===== src/rtl/prio_encdec_reg.sv =====
// Registered N-way priority encoder with one-hot decode, valid/ready on both sides, and a saturating grant counter.
// Latency 1 cycle, 1 result/cycle; req_ready = !out_valid | out_ready. Define PRIO_RR_EN for round-robin priority.
module prio_encdec_reg #(
    parameter int N     = 8,
    parameter int W     = 3,
    parameter int CNT_W = 16
) (
    input  logic             clk,
    input  logic             rst,
    input  logic             req_valid,
    output logic             req_ready,
    input  logic [N-1:0]     req,
    output logic             out_valid,
    input  logic             out_ready,
    output logic [W-1:0]     idx,
    output logic [N-1:0]     onehot,
    output logic             none,
    output logic [CNT_W-1:0] grant_cnt
);

    if (W != $clog2(N)) begin : g_bad_w
        $error("prio_encdec_reg: W (%0d) must equal $clog2(N) for N=%0d", W, N);
    end

    typedef enum logic {EMPTY = 1'b0, FULL = 1'b1} state_t;

    state_t           state_q, state_d;
    logic [W-1:0]     idx_q, idx_d;
    logic [N-1:0]     onehot_q, onehot_d;
    logic             none_q, none_d;
    logic [CNT_W-1:0] cnt_q, cnt_d;
    logic [W-1:0]     win_idx;
    logic             win_hit;
    logic             accept;

`ifdef PRIO_RR_EN
    logic [W-1:0]     last_q, last_d;
`endif

    assign out_valid = (state_q == FULL);
    assign req_ready = (state_q == EMPTY) | out_ready;
    assign accept    = req_valid & req_ready;
    assign idx       = idx_q;
    assign onehot    = onehot_q;
    assign none      = none_q;
    assign grant_cnt = cnt_q;

    always_comb begin
        win_idx = '0;
        win_hit = 1'b0;
`ifdef PRIO_RR_EN
        // Walk downward from just below the last grant; W-bit arithmetic gives the wrap.
        for (int k = 0; k < N; k++) begin
            logic [W-1:0] pos;
            pos = last_q - W'(1) - W'(k);
            if (!win_hit && req[pos]) begin
                win_hit = 1'b1;
                win_idx = pos;
            end
        end
`else
        for (int i = 0; i < N; i++) begin
            if (req[i]) begin
                win_hit = 1'b1;
                win_idx = W'(i);
            end
        end
`endif
    end

    always_comb begin
        state_d  = state_q;
        idx_d    = idx_q;
        onehot_d = onehot_q;
        none_d   = none_q;
        cnt_d    = cnt_q;
`ifdef PRIO_RR_EN
        last_d   = last_q;
`endif
        if (accept) begin
            state_d  = FULL;
            idx_d    = win_idx;
            onehot_d = win_hit ? (N'(1) << win_idx) : '0;
            none_d   = !win_hit;
            if (win_hit) begin
                if (cnt_q != '1) cnt_d = cnt_q + CNT_W'(1);
`ifdef PRIO_RR_EN
                last_d = win_idx;
`endif
            end
        end else if (out_ready) begin
            state_d = EMPTY;
        end
    end

    always_ff @(posedge clk or posedge rst) begin
        if (rst) begin
            state_q  <= EMPTY;
            idx_q    <= '0;
            onehot_q <= '0;
            none_q   <= 1'b0;
            cnt_q    <= '0;
`ifdef PRIO_RR_EN
            last_q   <= '0;
`endif
        end else begin
            state_q  <= state_d;
            idx_q    <= idx_d;
            onehot_q <= onehot_d;
            none_q   <= none_d;
            cnt_q    <= cnt_d;
`ifdef PRIO_RR_EN
            last_q   <= last_d;
`endif
        end
    end

`ifndef SYNTHESIS
    always @(posedge clk) begin
        if (!rst && req_valid && $isunknown(req))
            $error("prio_encdec_reg: X on req while req_valid=1");
    end
`endif

endmodule

===== config.mk =====
export PLATFORM = sky130hd
export DESIGN_NAME = prio_encdec_reg
export DESIGN_NICKNAME = d
export VERILOG_FILES = /design/src/rtl/prio_encdec_reg.sv
export SDC_FILE = /design/constraint.sdc
export NUM_CORES = 1
export LEC_CHECK = 0
export CORE_UTILIZATION = 40
export CTS_CLUSTER_SIZE = 12
export DETAILED_ROUTE_END_ITERATION = 16
export PLACE_DENSITY = 0.71
export SYNTH_ARGS = -nofsm -noshare
export SYNTH_HDL_FRONTEND = slang
export SYNTH_SLANG_ARGS = --single-unit

===== constraint.sdc =====
create_clock -name clk -period 2.71 [get_ports clk]
set_clock_uncertainty 0.1 [all_clocks]
set_input_delay 0.4065 -clock clk [delete_from_list [all_inputs] [get_ports clk]]
set_output_delay 0.4065 -clock clk [all_outputs]
set_load 0.01 [all_outputs]

### Yosys cells after proc, flatten, opt, wreduce, memory -nomap -nowiden

Index checks and enable logic that the tools add are counted.

| word-level totals | value |
|---|---|
| bits in registers | 29 |
| logic and storage cells | 32 |

| cells by class | value |
|---|---|
| add/sub/neg operators | 1 |
| eq/ne operators | 1 |
| shifts and indexed selects | 1 |
| mux-type cells | 18 |
| bitwise logic cells | 3 |
| reductions and logical operators | 3 |

Operators with widths:

| operator | count |
|---|---|
| $mux W3 | 6 |
| $add A16 B1 Y16 const B | 1 |
| $ne A16 B16 Y1 const B | 1 |
| $mux W1 | 11 |
| $mux W8 | 1 |
| $shl A1 B3 Y8 const A | 1 |
| $reduce_and A3 Y1 | 1 |
| $reduce_bool A2 Y1 | 1 |
| $and A1 B1 Y1 | 1 |
| $logic_not A1 Y1 | 1 |
| $not A1 Y1 | 1 |
| $or A1 B1 Y1 | 1 |

### Longest topological paths before layout

Gate-level depths: netlist of the first run.

| depth | value |
|---|---|
| word-level depth | 9 |
| gate-level depth with buffers | 6 |
| mapped depth without buffers | 6 |

### Worst setup path after synthesis of the first run

Ideal clock, no wire load.

| timing | value |
|---|---|
| kind | input to register |
| from | input req[3] |
| to | register cnt_q[8], in the netlist grant_cnt[8] |
| setup time | 129 ps |
| arrival time | 1,568 ps |
| required time | 2,481 ps |
| setup slack | 912 ps |
| stages | 6 |
| path buffers | 1 |
| cell sequence | or4_4 > o211ai_2 > or3_1 > buf_4 > nor2_1 > xor2_1 |

| between the ends | value |
|---|---|
| word-level cells in the longest chain between the ends | 6 |

Ends and longest elaborated chain:

| element | line | RTL |
|---|---|---|
| start: declaration | 12 | `input logic [N-1:0] req,` |
| $mux W1 (5 in a row) | 63 | `if (req[i]) begin` |
| $reduce_and A3 Y1 (no source line) | - |  |
| end signal: assignment | 111 | `cnt_q <= cnt_d;` |
| end: declaration | 31 | `logic [CNT_W-1:0] cnt_q, cnt_d;` |

Every way passes these cells.
A chain may end at the register's enable or synchronous reset.

### Worst setup path in the final report of the first run

| timing | value |
|---|---|
| from | input req[5] |
| to | register cnt_q[7], in the netlist grant_cnt[7] |

| between the ends | value |
|---|---|
| word-level cells in the longest chain between the ends | 4 |

Ends and longest elaborated chain:

| element | line |
|---|---|
| $mux W1 (3 in a row) | 63 |
| $reduce_and A3 Y1 (no source line) | - |

Every way passes these cells.

==> results of run 1 <==
-- area by class of cell --
cell class	instances	area, um^2
clock buffer	7	55.1
timing repair buffer	42	418
sequential	29	726
multi-input combinational	90	568
inverter	2	7.51
fill	290	1250
tap	44	55.1
-- registers in the layout, summed over array words and instances (netlist names) --
signal,cells
idx,3
none,1
grant_cnt,16
out_valid,1
onehot,8
-- cell usage after synthesis (all sizes together) --
library cell / instances / area [um^2]
nand2b: 5 / 33.8
or3: 1 / 6.26
ha: 1 / 12.5
nor2: 11 / 41.3
o21ba: 1 / 10.0
o31ai: 4 / 30.0
o21ai: 6 / 30.0
buf: 1 / 7.51
nand3: 7 / 35.0
and3: 2 / 12.5
nand3b: 1 / 7.51
nand4: 7 / 43.8
dfrtp: 29 / 726
xor2: 4 / 35.0
nor4: 2 / 12.5
clkbuf: 1 / 3.75
o31a: 1 / 8.76
inv: 2 / 7.51
or4: 2 / 22.5
a22o: 2 / 17.5
nor3: 1 / 5.00
xnor2: 10 / 87.6
o21a: 1 / 7.51
mux2: 2 / 22.5
a211oi: 1 / 7.51
nand2: 15 / 56.3
a21oi: 2 / 10.0
o211ai: 1 / 12.5
-- cells by family (layout without fill, tap and decap cells) --
kind of cell,after synthesis,in the layout,share of synthesized area (%)
compound gates,19,19,10.2
xor+xnor,14,14,9.34
fa+ha+maj,1,1,0.953
buf+inv,4,51,1.43
flops,29,29,55.3
mux,2,2,1.72
simple gates,54,54,21.1
-- routing by layer --
layer  share of wire, %  GRT usage [%]  up-vias
met5                  0              0        -
li1                   -              -      529
met1                 48           25.2      512
met3                3.7           4.80        6
met4                1.7           10.2        0
met2                 47           28.7       31
-- worst max-delay path, cell delays in order --
cell and delay [ps]:
clkdlybuf4s50_1 590, or4_4 190, o211ai_2 110, a211oi_1 620, nand4_1 210, xnor2_1 160
-- worst max-delay path by stage --
stage,startpoint,endpoint,slack (ps),depth (start not counted)
floorplan,req[3],grant_cnt[8]$_DFFE_PP0P_,910,6
global placement,req[4],grant_cnt[14]$_DFFE_PP0P_,310,6
detailed placement,req[5],grant_cnt[7]$_DFFE_PP0P_,220,6
CTS,out_ready,req_ready,560,3
global route,req[5],grant_cnt[7]$_DFFE_PP0P_,400,6
finish,req[5],grant_cnt[7]$_DFFE_PP0P_,540,6
-- stage by stage --
step	instances	instance area [um^2]	power (W)	setup WS, ps
after floorplan	123	1310	0.000723	912
after global placement	207	1770	0.000905	306
after detailed placement	207	1770	0.000915	219
after CTS	214	1830	0.00118	562
after global routing	214	1830	0.00123	395
final	214	1830	0.00116	539
-- power by group through the flow --
stage               Clock, W  Sequential [W]  Combinational [W]
CTS                 0.000270        0.000583           0.000327
floorplan                  0        0.000611           0.000112
detailed placement         0        0.000590           0.000325
finish              0.000259        0.000582           0.000322
global route        0.000288        0.000595           0.000351
global placement           0        0.000586           0.000319
==> impl_metrics.yaml, run 1 <==
synthesis:
  synth.avg_cell_area_um2: 10.7
  netlist_area_um2: 1310
  synth_cell_type_count: 29
  syn_inst: 123
  syn_nets: 136
  synth-seq-cells: 29
  seq_area_frac_synth_pct: 55.3
  yosys_warnings: 0
critical_path:
  crit_fanout: 7
  cp_data_arrival_time_ps: 2270
  worst_setup_path_start_kind: "input pin"
  critical_path_class: "in2reg"
  rr_startpoint: "grant_cnt[4]$_DFFE_PP0P_"
  reg2reg_to: "grant_cnt[7]$_DFFE_PP0P_"
  cp.required_ps: 2810
  regToRegSetupSlack_ps: 720
  reg2reg_depth: 5
  critPathCaptureType: "flip-flop"
die:
  fp.dieH_um: 59.3
  die_area_um2: 3510
  boundaryPins: 42
  start_util_pct: 42.6
  coreArea_um2: 3080
  die_w_um: 59.3
  num_rows: 20
sta:
  hold_ws_ps: 350
  hold_viol_final: 0
  fin_crit_sh_pct: 80.1
  min_period_ps: 2170
  fmax_ghz: 0.461
  setup_viol: 0
  fin_tns_setup_ps: 0
  worstMarginPinSlew_ps: 742
  maxSlewHeadroom_pct: 50.3
  rsz0062_at_grt: "no"
  final-max-slew-violation-count: 0
pwr:
  power.internal_w: 0.000813
  p_leak_nw: 0.737
  ir_worst_vdd_v: 0.000463
  p_sw_share_pct: 30.1
  clock_power_share_pct: 22.3
  power_frac_seq_pct: 50.0
  comb_power_share_pct: 27.7
  p_switching_w: 0.000351
  power_density_nw_per_um2: 636
global_routing:
  gr-total-overflow: 0
  grt_use_total_pct: 19.1
  grt_pass1_vias: 1084
  grt_max_degree: 30
  grt_pass1_wl_um: 4860
  antenna_found_initial: 0
placed_design:
  io_buffers: 41
  place_congestion: 0.861
  post-dp-hpwl_um: 2150
routing:
  routedWlPerCell_um: 13.3
  drt_pass1_iterations: 4
  ant_nets: 0
  drc: 0
  dr.first_iter.drc_count: 55
  num_vias: 1078
  vias_per_cell: 5.04
  drt-total-wl_um: 2850
cts:
  path_clk_slew_ps: 90
  clockRootBuffer: "clkbuf_4"
  holdBufCountCts: 0
  cts_made_buffers: 5
  cts-resized-gates: 0
  h-tree-depth: 2
  clock_sinks: 29
  postCtsSetupBuffers: 0
  insertion_delay_ps: 320
  cts_tree: "yes"
  max-clock-path-buffers: 2
layout:
  mostFrequentLayoutCells: "clkdlybuf4s50_1, dfrtp_1, nand2_1"
  final_common_cell: "clkdlybuf4s50_1"
  antennaDiodeCount: 0
  drive_gt1_share_pct: 8.24
  area_growth_pct: 39.4
  nets: 183
  fin_util_pct: 59.4
run:
  cap_violations: 0
outcome:
  status: "complete, no violations"
hold_path:
  hp-class: "in2async"
Power figures use the tool's default switching activity.
==> run 2: changes to the inputs <==
--- a/config.mk
+++ b/config.mk
@@ -8,7 +8,7 @@
 export CORE_UTILIZATION = 40
 export CTS_CLUSTER_SIZE = 12
 export DETAILED_ROUTE_END_ITERATION = 16
-export PLACE_DENSITY = 0.71
+export PLACE_DENSITY = 0.74
 export SYNTH_ARGS = -nofsm -noshare
 export SYNTH_HDL_FRONTEND = slang
 export SYNTH_SLANG_ARGS = --single-unit
==> constraint.sdc (replaced) <==
create_clock -name clk -period 1.86 [get_ports clk]
set_clock_uncertainty 0.1 [all_clocks]
set_input_delay 0.279 -clock clk [delete_from_list [all_inputs] [get_ports clk]]
set_output_delay 0.279 -clock clk [all_outputs]
set_load 0.01 [all_outputs]
==> impl_metrics.yaml, run 2 (same netlist as run 1, synthesis figures left out) <==
die:
  coreArea_um2: 3080
  die_area_um2: 3510
  die_w_um: 59.3
  start_util_pct: 42.6
  boundaryPins: 42
  num_rows: 20
  fp.dieH_um: 59.3
sta:
  fin_tns_setup_ps: 0
  fmax_ghz: 0.546
  final-max-slew-violation-count: 0
  fin_crit_sh_pct: 98.4
  rsz0062_at_grt: "no"
  setup_viol: 0
  maxSlewHeadroom_pct: 69.9
  worstMarginPinSlew_ps: 451
  hold_viol_final: 0
  min_period_ps: 1830
global_routing:
  grt_max_degree: 30
  grt-busiest-layer: "met2"
  grt_util_met2_pct: 30.7
  antenna_found_initial: 0
  grt_use_met3_pct: 4.80
  gr-total-overflow: 0
  grt_use_total_pct: 20.0
  grt_pass1_vias: 1175
  grt_pass1_wl_um: 5150
  grtUsageMet1_pct: 26.4
critical_path:
  crit_chain: "clkdlybuf4s50_1 -> or4_4 -> o211ai_4 -> a21oi_1 -> mux2_2"
  cp.required_ps: 1970
  worst_setup_path_start_kind: "input pin"
  critical_path_class: "in2reg"
  critPathTopFamily: "simple AND/OR/NAND/NOR gates"
  critPathCaptureType: "flip-flop"
  critical_path.max_stage_delay_ps: 570
  cp_num_buf_inv: 1
  slowest_stage: "or4_4"
  crit_fanout: 4
  cp_data_arrival_time_ps: 1940
routing:
  drt-total-wl_um: 3000
  dr.first_iter.drc_count: 49
  drt_pass1_iterations: 4
  vias_per_cell: 4.85
  num_vias: 1149
  drc: 0
  routedWlPerCell_um: 12.7
  ant_nets: 0
cts:
  cts_tree: "yes"
  clock_sinks: 29
  clockRootBuffer: "clkbuf_4"
  cts_made_buffers: 5
  max-clock-path-buffers: 2
  insertion_delay_ps: 320
  path_clk_slew_ps: 90
  h-tree-depth: 2
layout:
  nets: 205
  largest_register_ffs: 16
  antennaDiodeCount: 0
  drive_gt1_share_pct: 20.7
  area_growth_pct: 54.4
  fillers: 233
  mostFrequentLayoutCells: "clkdlybuf4s50_1, dfrtp_1, buf_4"
  final_common_cell: "clkdlybuf4s50_1"
placed_design:
  io_buffers: 41
  place_congestion: 0.919
  post-dp-hpwl_um: 2250
outcome:
  status: "complete, no violations"
pwr:
  power_w: 0.00186
  p_leak_nw: 0.858
  power_density_nw_per_um2: 920
  ir_worst_vdd_v: 0.000684
run:
  cap_violations: 0
hold_path:
  hp-class: "in2async"
==> run 2: cell types whose count changed in the layout (fill, tap and decap cells not counted), sizes merged <==
cell,before,now
clkdlybuf4s50,41,40
clkinv,0,1
dlygate4sd2,0,1
buf,1,23
==> run 2: path summary, 6_finish.rpt <==
check,startpoint,to,slack [ps],cells after the start
worst max-delay path,req[7],grant_cnt[1]$_DFFE_PP0P_,30,5
worst max register to register,grant_cnt[1]$_DFFE_PP0P_,grant_cnt[1]$_DFFE_PP0P_,120,5
worst min-delay path,rst,idx[2]$_DFFE_PP0P_,230,3
max in group asynchronous,rst,onehot[2]$_DFFE_PP0P_,1170,3
worst min register to register,onehot[5]$_DFFE_PP0P_,onehot[5]$_DFFE_PP0P_,390,2
min in group clk,onehot[5]$_DFFE_PP0P_,onehot[5]$_DFFE_PP0P_,390,2
==> run 2: final cells by class <==
type / count / area [um^2] / share of cell area, %
clock buffers: 7 / 65.1 / 3.21
clock inverters: 1 / 5.00 / 0.247
inverters: 2 / 7.51 / 0.370
multi-input cells: 90 / 587 / 29.0
flip-flops and latches: 29 / 726 / 35.8
well taps: 44 / 55.1 / 2.72
repair buffers: 64 / 582 / 28.7
==> run 2: metrics by stage <==
step | setup slack, ps | util (%) | hold slack (ps) | area, um^2 | std cells
floorplan | 93.2 | - | 257 | 1310 | 123
global placement | -337 | 62.3 | 362 | 1920 | 226
detailed placement | -355 | 62.3 | 374 | 1920 | 226
CTS | 16.3 | 64.8 | 250 | 2000 | 234
global route | 4.13 | 65.9 | 278 | 2030 | 237
finish | 29.8 | 65.9 | 231 | 2030 | 237
==> run 2: worst min-delay path: cells and delay by family <==
family,cells,cell delay [ps]
buffers and inverters,3,780
==> run 2: power breakdown <==
group	leakage [nW]	switching [W]	internal (W)
registers	0.369	0.0000751	0.000728
logic	0.448	0.000262	0.000362
clock network	0.0413	0.000218	0.000219
==> run 2: per-layer routing <==
layer | part of all wire, % | routed length [um] | up-vias
li1 | - | - | 574
met5 | 0 | 0 | -
met1 | 45 | 1360 | 514
met4 | 1.8 | 53 | 0
met3 | 6.5 | 196 | 6
met2 | 46 | 1390 | 55
==> run 2: what timing repair did <==
item	4_1_cts	5_1_grt
resized for setup	3	1
setup buffers	0	3
hold buffers	0	0
pin swaps	0	3
setup endpoints to repair	8	4
